==> config.mk <==
export PLATFORM = sky130hd
export DESIGN_NAME = mem_req_mshr_queue
export DESIGN_NICKNAME = d
export VERILOG_FILES = /design/src/rtl/mem_req_mshr_queue.sv
export SDC_FILE = /design/constraint.sdc
export NUM_CORES = 1
export LEC_CHECK = 0
export ABC_CLOCK_PERIOD_IN_PS = 7300
export CORE_ASPECT_RATIO = 0.9
export CORE_MARGIN = 10
export CORE_UTILIZATION = 57
export CTS_BUF_LIST = sky130_fd_sc_hd__clkbuf_2 sky130_fd_sc_hd__clkbuf_4 sky130_fd_sc_hd__clkbuf_8
export DETAILED_ROUTE_END_ITERATION = 10
export PLACE_DENSITY = 0.81
export RECOVER_POWER = 25
export SLEW_MARGIN = 10
export SYNTH_ARGS = -nofsm -noshare
export SYNTH_HDL_FRONTEND = slang
export SYNTH_SLANG_ARGS = --single-unit
==> constraint.sdc <==
create_clock -name clk -period 7.3 [get_ports clk]
set_clock_uncertainty 0.15 [all_clocks]
set_input_delay 1.46 -clock clk [delete_from_list [all_inputs] [get_ports clk]]
set_output_delay 1.46 -clock clk [all_outputs]
set_load 0.03 [all_outputs]
==> src/rtl/mem_req_mshr_queue.sv <==
`default_nettype none
// ============================================================================
// Module   : mem_req_mshr_queue
// Purpose  : Request FIFO feeding a registered output stage that tags each
//            issued memory request with a free MSHR id from a small pool.
//            Ids are returned to the pool when the matching response arrives.
// Revision : 1.0 - initial release
// ============================================================================
module mem_req_mshr_queue #(
  parameter int         DEPTH     = 4,
  parameter int         NUM_MSHR  = 4,
  parameter logic [7:0] MSHR_BASE = 8'd144,
  parameter int         ADDR_W    = 40
) (
  input  logic              clk,
  input  logic              rst_n,
  // request input from the parser
  input  logic              in_valid,
  output logic              in_ready,
  input  logic [7:0]        in_req_type,
  input  logic [1:0]        in_size,
  input  logic [ADDR_W-1:0] in_address,
  input  logic [7:0]        in_write_mask,
  input  logic [31:0]       in_data_0,
  input  logic [31:0]       in_data_1,
  // issued request towards the encoder
  output logic              out_valid,
  input  logic              out_ready,
  output logic [7:0]        out_req_type,
  output logic [1:0]        out_size,
  output logic [ADDR_W-1:0] out_address,
  output logic [7:0]        out_write_mask,
  output logic [31:0]       out_data_0,
  output logic [31:0]       out_data_1,
  output logic [7:0]        out_mshrid,
  // response return path
  input  logic              resp_valid,
  input  logic [7:0]        resp_mshrid,
  output logic [3:0]        outstanding,
  output logic              err_resp
);

  localparam int PTR_W = $clog2(DEPTH);
  localparam int CNT_W = PTR_W + 1;
  localparam int IDX_W = (NUM_MSHR > 1) ? $clog2(NUM_MSHR) : 1;
  localparam int ENT_W = 8 + 2 + ADDR_W + 8 + 32 + 32;

  typedef enum logic [0:0] {
    O_EMPTY = 1'b0,
    O_FULL  = 1'b1
  } out_state_e;

  // FIFO storage and bookkeeping
  logic [ENT_W-1:0]    fifo_mem_q [DEPTH];
  logic [PTR_W-1:0]    wr_ptr_q, wr_ptr_d;
  logic [PTR_W-1:0]    rd_ptr_q, rd_ptr_d;
  logic [CNT_W-1:0]    count_q, count_d;

  // output register
  out_state_e          state_q, state_d;
  logic [ENT_W-1:0]    out_entry_q, out_entry_d;
  logic [7:0]          out_mshrid_q, out_mshrid_d;

  // MSHR pool
  logic [NUM_MSHR-1:0] bitmap_q, bitmap_d;
  logic                err_resp_q, err_resp_d;

  // combinational helpers
  logic                push;
  logic                load;
  logic                handshake;
  logic                fifo_nonempty;
  logic                any_free;
  logic [IDX_W-1:0]    alloc_idx;
  logic [NUM_MSHR-1:0] alloc_mask;
  logic [NUM_MSHR-1:0] free_mask;
  logic                resp_hit;
  logic [7:0]          resp_off;
  logic [3:0]          popcount;
  logic [ENT_W-1:0]    in_entry;

  // Entry layout shared by the FIFO and the output register
  assign in_entry = {in_req_type, in_size, in_address, in_write_mask,
                     in_data_0, in_data_1};

  // Ready is held low during reset so nothing is captured while clearing
  assign in_ready      = rst_n & (count_q < CNT_W'(DEPTH));
  assign push          = in_valid & in_ready;
  assign fifo_nonempty = (count_q != '0);
  assign handshake     = (state_q == O_FULL) & out_ready;
  // Load only with a free id; an occupied register must be drained this cycle
  assign load          = fifo_nonempty & any_free &
                         ((state_q == O_EMPTY) | out_ready);

  // Pick the lowest clear bit of the registered bitmap
  always_comb begin
    any_free   = 1'b0;
    alloc_idx  = '0;
    alloc_mask = '0;
    for (int i = 0; i < NUM_MSHR; i++) begin
      if (!bitmap_q[i] && !any_free) begin
        any_free      = 1'b1;
        alloc_idx     = IDX_W'(i);
        alloc_mask[i] = 1'b1;
      end
    end
  end

  // Decode the response id against the pool; modular offset covers both range ends
  always_comb begin
    resp_off  = resp_mshrid - MSHR_BASE;
    resp_hit  = 1'b0;
    free_mask = '0;
    for (int i = 0; i < NUM_MSHR; i++) begin
      if (resp_valid && (resp_off == 8'(i)) && bitmap_q[i]) begin
        resp_hit     = 1'b1;
        free_mask[i] = 1'b1;
      end
    end
  end

  // Bitmap update: a freed id only becomes allocatable on the following cycle
  always_comb begin
    bitmap_d   = bitmap_q & ~free_mask;
    if (load) begin
      bitmap_d = bitmap_d | alloc_mask;
    end
    err_resp_d = resp_valid & ~resp_hit;
  end

  // FIFO pointer and occupancy update; pop happens exactly on a load
  always_comb begin
    wr_ptr_d = wr_ptr_q;
    count_d  = count_q;
    if (push) begin
      wr_ptr_d = wr_ptr_q + PTR_W'(1);
    end
    case ({push, load})
      2'b10:   count_d = count_q + CNT_W'(1);
      2'b01:   count_d = count_q - CNT_W'(1);
      default: count_d = count_q;
    endcase
  end

  // Output stage next state: load wins over a plain drain
  always_comb begin
    state_d      = state_q;
    out_entry_d  = out_entry_q;
    out_mshrid_d = out_mshrid_q;
    rd_ptr_d     = rd_ptr_q;
    if (load) begin
      state_d      = O_FULL;
      out_entry_d  = fifo_mem_q[rd_ptr_q];
      out_mshrid_d = MSHR_BASE + 8'(alloc_idx);
      rd_ptr_d     = rd_ptr_q + PTR_W'(1);
    end else if (handshake) begin
      state_d      = O_EMPTY;
    end
  end

  // Number of ids currently in flight
  always_comb begin
    popcount = '0;
    for (int i = 0; i < NUM_MSHR; i++) begin
      if (bitmap_q[i]) begin
        popcount = popcount + 4'd1;
      end
    end
  end

  // Control and output registers with synchronous active-low reset
  always_ff @(posedge clk) begin
    if (!rst_n) begin
      wr_ptr_q     <= '0;
      rd_ptr_q     <= '0;
      count_q      <= '0;
      state_q      <= O_EMPTY;
      out_entry_q  <= '0;
      out_mshrid_q <= '0;
      bitmap_q     <= '0;
      err_resp_q   <= 1'b0;
    end else begin
      wr_ptr_q     <= wr_ptr_d;
      rd_ptr_q     <= rd_ptr_d;
      count_q      <= count_d;
      state_q      <= state_d;
      out_entry_q  <= out_entry_d;
      out_mshrid_q <= out_mshrid_d;
      bitmap_q     <= bitmap_d;
      err_resp_q   <= err_resp_d;
    end
  end

  // FIFO payload storage; contents are don't-care while count is zero
  always_ff @(posedge clk) begin
    if (push) begin
      fifo_mem_q[wr_ptr_q] <= in_entry;
    end
  end

  assign out_valid   = (state_q == O_FULL);
  assign {out_req_type, out_size, out_address, out_write_mask,
          out_data_0, out_data_1} = out_entry_q;
  assign out_mshrid  = out_mshrid_q;
  assign outstanding = popcount;
  assign err_resp    = err_resp_q;

endmodule
`default_nettype wire

# Yosys cells after proc, flatten, opt, wreduce, memory -nomap -nowiden
# Memory sizes are Yosys's and may differ from the RTL's. A register that Yosys moved wholly into a read port is not among the register bits.
# Index checks and enable logic that the tools add are counted.
[word_totals]
register_bits = 21
ram_bits = 488
output_inout_bits = 137
memories = 1
[classes]
add_sub_neg = 9
magnitude_cmp = 1
eq_ne = 5
mux = 27
bitwise = 12
n_reduce_logical = 21
[memory_table]
columns = ["memory", "depth", "width", "rd", "rd_clocked_by_memory_dff", "wr", "line_no", "source"]
rows = [
  ["fifo_mem_q", 4, 122, 1, 1, 1, "54", "logic [ENT_W-1:0] fifo_mem_q [DEPTH];"],
]
[op_table]
columns = ["op", "count"]
rows = [
  ["two-way mux 1 bit", 20],
  ["equality test 8 x 2 -> 1 bit, second input constant", 2],
  ["two-way mux 4 bit", 4],
  ["adder 4 x 1 -> 4 bit, second input constant", 3],
  ["logical AND 1 bit", 11],
  ["adder 8 x 2 -> 8 bit, first input constant", 1],
  ["equality test 8 x 1 -> 1 bit, second input constant", 1],
  ["logical NOT 8 bit", 1],
  ["subtractor 8 bit, second input constant", 1],
  ["bitwise AND 1 bit", 6],
  ["logical NOT 1 bit", 6],
  ["case mux 3 bit (2 select lines)", 1],
  ["adder 2 x 1 -> 2 bit, second input constant", 2],
  ["bitwise AND 4 bit", 1],
  ["two-way mux 2 bit", 2],
  ["NOT 4 bit", 1],
  ["bitwise OR 4 bit", 1],
  ["nonzero test 2 bit", 2],
  ["adder 3 x 1 -> 3 bit, second input constant", 1],
  ["less-than comparator 3 bit, second input constant", 1],
  ["nonzero test 3 bit", 1],
  ["subtractor 3 x 1 -> 3 bit, second input constant", 1],
  ["equality test 2 x 1 -> 1 bit, second input constant", 1],
  ["equality test 2 bit, second input constant", 1],
  ["other kinds (2)", 3],
]

# Logic depth before layout (Yosys ltp)
[depth]
ltp_word = 13
mapped_depth = 10
depth_no_buf = 10

# Worst setup path before layout
# No wires, ideal clock.
[synth_timing]
path_type = "in2reg"
startpoint = "input rst_n"
endpoint = "memory fifo_mem_q[0][0] (netlist name) (enable)"
setup_ns = 0.495
arrival_time_ns = 4.820
required_ns = 6.655
slack_ns = 1.835
path_stages = 4
n_path_buf = 2
cell_sequence = "buf_2 -> and3b_1 -> clkbuf_1 -> and2_1"
[synth_between]
elab_chain_len = 4
[synth_rtl]
columns = ["element", "line_no", "source"]
rows = [
  ["from (decl)", "16", "input logic rst_n,"],
  ["bitwise AND 1 bit", "87", "assign in_ready = rst_n & (count_q < CNT_W'(DEPTH));"],
  ["bitwise AND 1 bit", "88", "assign push = in_valid & in_ready;"],
  ["two-way mux 1 bit", "196", "if (push) begin"],
  ["two-way mux 1 bit (implied by the code)", "197", "fifo_mem_q[wr_ptr_q] <= in_entry;"],
  ["to (decl)", "54", ""],
]
# Every way passes these cells.

# Final worst setup path
[layout_timing]
startpoint = "input rst_n"
endpoint = "output in_ready"
[layout_between]
elab_chain_len = 1
[layout_rtl]
columns = ["element", "line_no", "source"]
rows = [
  ["bitwise AND 1 bit", "87", ""],
  ["to (decl)", "19", "output logic in_ready,"],
]
# Every way passes these cells.

==> impl_metrics.tcl <==
set metrics [dict create \
    status "finished, final reports clean" \
    worst_pin_slew_ns 1.17 \
    die_h_um 213 \
    leakagePower_uw 0.0103 \
    grt_pass1_wl_um 82100 \
    initial_core_util 0.578 \
    fp-row-count 70 \
    drc_errors 0 \
    fin_crit_ns 4.98 \
    cts_root_buf "clkbuf_8" \
    cp_top_family "buffers and inverters" \
    numClockSinks 626 \
    critical_path_buf_inv_count 3 \
    track_usage 0.217 \
    cts_setup_buffers 0 \
    end_kind "output pin" \
    switching_share 0.318 \
    relSlewSlack 0.218 \
    pwr-share-seq 0.436 \
    slew_violations 0 \
    clock_power_share 0.282 \
    fill_cells 2542 \
    cts_resized 0 \
    rsz0062_at_grt "false" \
    syn_avg_cell_area_um2 17.9 \
    tns_ns 0 \
    antenna_found_initial 17 \
    slowest_stage "clkdlybuf4s50_1" \
    wirelength_um 53700 \
    grt_start_max_net_pins 90 \
    yosysWarnings 0 \
    cts_tree "done" \
    clock.fmax_mhz 201 \
    async_flop_share 0 \
    via_per_inst 5.94 \
    drv_cap 0 \
    dr_total_vias 13200 \
    cts_inserted_buffers 95 \
    hp-class "register to register" \
    internal_power_uw 7360 \
    grt_overflow 0 \
    io_pins 272 \
    cpPeakStageDelay_ns 0.70 \
    critPathKind "input port to output pin" \
    clock_path_buffers 3 \
    worstPathRequired_ns 5.69 \
    hold_ws_ns 0.347 \
    htree_levels 3 \
    core_area_um2 40600 \
    syn_inst 1310 \
    p_comb_frac 0.283 \
    p_per_area_nw_per_um2 377 \
    area_growth_pct 21.8 \
    hold_viol_final 0 \
    dieArea_um2 49700 \
    place_hpwl_um 30400 \
    drive_above_1_share 0.190 \
    regArea_um2 17400 \
    clk_latency_ns 0.64 \
    cp.arrival_ns 3.37 \
    wl_per_cell_um 24.2 \
    drtIter0Drc 1116 \
    start_kind "input port" \
    ys_types 44 \
    ys_seq_area_frac 0.742 \
    ys_ff_latch 626 \
    netlist_area_um2 23500 \
    cp_cell_sequence "buf_4 -> inv_1 -> nor2_1 -> clkdlybuf4s50_1" \
    post-route-period-util 0.682 \
    critPathMaxFanout 64 \
    regToRegSetupSlack_ns 4.11 \
    grt_pass1_vias 13900 \
    path_clk_slew_ns 0.06 \
    multi_input_area_um2 5540 \
    dr.pass1.iters 5 \
    die_x_um 234 \
    synth_flop_cell "edfxtp_1" \
    drtAntennaViolNets 0 \
    holdBufCountCts 0 \
    ir_drop_mv 0.278 \
    power_switching_uw 3420 \
    synth_edf_count 488 \
    power.total_uw 10800 \
    gp_congestion 0.780 \
    io_buffers 266 \
    fin_nets 1730 \
    finalSetupViolCount 0 \
]
state kept, by name (all words and copies together) (netlist names):
register,cells
fifo_mem_q,488
out_valid,1
count_q,3
bitmap_q,4
out_entry_q,122
out_mshrid,3
err_resp,1
rd_ptr_q,2
wr_ptr_q,2
logic make-up after synthesis:
| logic type | after synthesis | synth area share |
|---|---|---|
| muxes | 127 | 0.120 |
| DFF | 626 | 0.742 |
| xor gates and xnor gates | 6 | 0.00224 |
| and+or+nand+nor | 159 | 0.0288 |
| buffers and inverters | 119 | 0.0244 |
| other | 1 | 0.000160 |
| adders and majority gates | 11 | 0.00618 |
| AOI/OAI and AO/OA | 261 | 0.0767 |
power groups by stage:
| stage | logic [uW] | registers [uW] | clock network, uW |
|---|---|---|---|
| 6_report | 3050 | 4700 | 3040 |
| 5_1_grt | 3230 | 4740 | 3250 |
| 4_1_cts | 3090 | 4700 | 3090 |
| 3_5_place_dp | 3070 | 4770 | 0 |
| 3_3_place_gp | 3020 | 4750 | 0 |
| 2_1_floorplan | 1420 | 5210 | 0 |
layer usage:
| metal | wire length, um | vias to the layer above | global-route usage | share of wire |
|---|---|---|---|---|
| li1 | - | 5767 | - | - |
| met1 | 21000 | 6697 | 0.282 | 0.39 |
| met2 | 26100 | 616 | 0.347 | 0.49 |
| met3 | 5600 | 101 | 0.0701 | 0.10 |
| met4 | 1060 | 10 | 0.0638 | 0.020 |
| met5 | 65 | - | 0 | 0.0012 |
worst min-delay path: stages, from the launching register on:
cell and delay (ns):
dfxtp_1 0.32, inv_1 0.06, a211oi_1 0.07
layout make-up:
cell class,instances,share of cell area
flip-flops and latches,626,0.609
multi-input cells,569,0.194
repair buffers,280,0.0980
clock buffers,145,0.0624
well taps,540,0.0236
clock inverters,33,0.00985
inverters,12,0.00158
diodes,14,0.00123
synthesized netlist by cell type (3+ instances only):
library cell | instances | area share
ha_1 | 10 | 0.0053
nor2_1 | 7 | 0.0011
nand3_1 | 3 | 0.00064
dfxtp_1 | 138 | 0.12
buf_2 | 20 | 0.0043
a31oi_1 | 123 | 0.033
nand2_1 | 128 | 0.020
xor2_1 | 5 | 0.0019
inv_1 | 12 | 0.0019
buf_6 | 5 | 0.0024
a21oi_1 | 5 | 0.0011
and2_1 | 4 | 0.0011
a21o_1 | 122 | 0.039
buf_4 | 17 | 0.0054
clkbuf_1 | 58 | 0.0093
buf_1 | 7 | 0.0011
nand2b_1 | 3 | 0.00080
edfxtp_1 | 488 | 0.62
mux4_2 | 123 | 0.12
through the flow:
step,utilization,setup WS [ns],cell area (um2),cells
after detailed placement,0.652,2.32,26500,2027
final,0.703,2.32,28600,2219
after CTS,0.703,2.32,28600,2205
after floorplan,-,1.83,23500,1314
after global routing,0.703,2.18,28600,2211
after global placement,0.652,2.33,26500,2027
placed cells by master (no fill, tap or decap), types with 3 or more instances in the layout:
cell | netlist | routed
clkinv_1 | 0 | 13
buf_12 | 0 | 3
a21o_1 | 122 | 122
xor2_1 | 5 | 5
clkinvlp_4 | 0 | 3
a21oi_1 | 5 | 5
and2_4 | 0 | 4
clkinv_2 | 0 | 12
nand2_1 | 128 | 128
nor2_1 | 7 | 7
edfxtp_1 | 488 | 488
clkbuf_8 | 0 | 111
inv_1 | 12 | 12
dlygate4sd3_1 | 0 | 81
mux4_2 | 123 | 123
a31oi_1 | 123 | 123
clkdlybuf4s50_1 | 0 | 184
buf_4 | 17 | 12
conb_1 | 1 | 5
clkbuf_4 | 0 | 34
diode_2 | 0 | 14
ha_1 | 10 | 10
bufinv_16 | 0 | 5
dfxtp_1 | 138 | 136
final timing paths:
check / start / to / depth (start not counted)
worst min register to register: out_mshrid[0]$_SDFFE_PN0P_ / out_mshrid[0]$_SDFFE_PN0P_ / 2
worst max register to register: bitmap_q[0]$_SDFF_PN0_ / count_q[2]$_SDFFE_PN0P_ / 10
worst max-delay path: rst_n / in_ready / 4
worst min-delay path: out_mshrid[0]$_SDFFE_PN0P_ / out_mshrid[0]$_SDFFE_PN0P_ / 2
No activity file was read; power rests on OpenSTA's default activity.
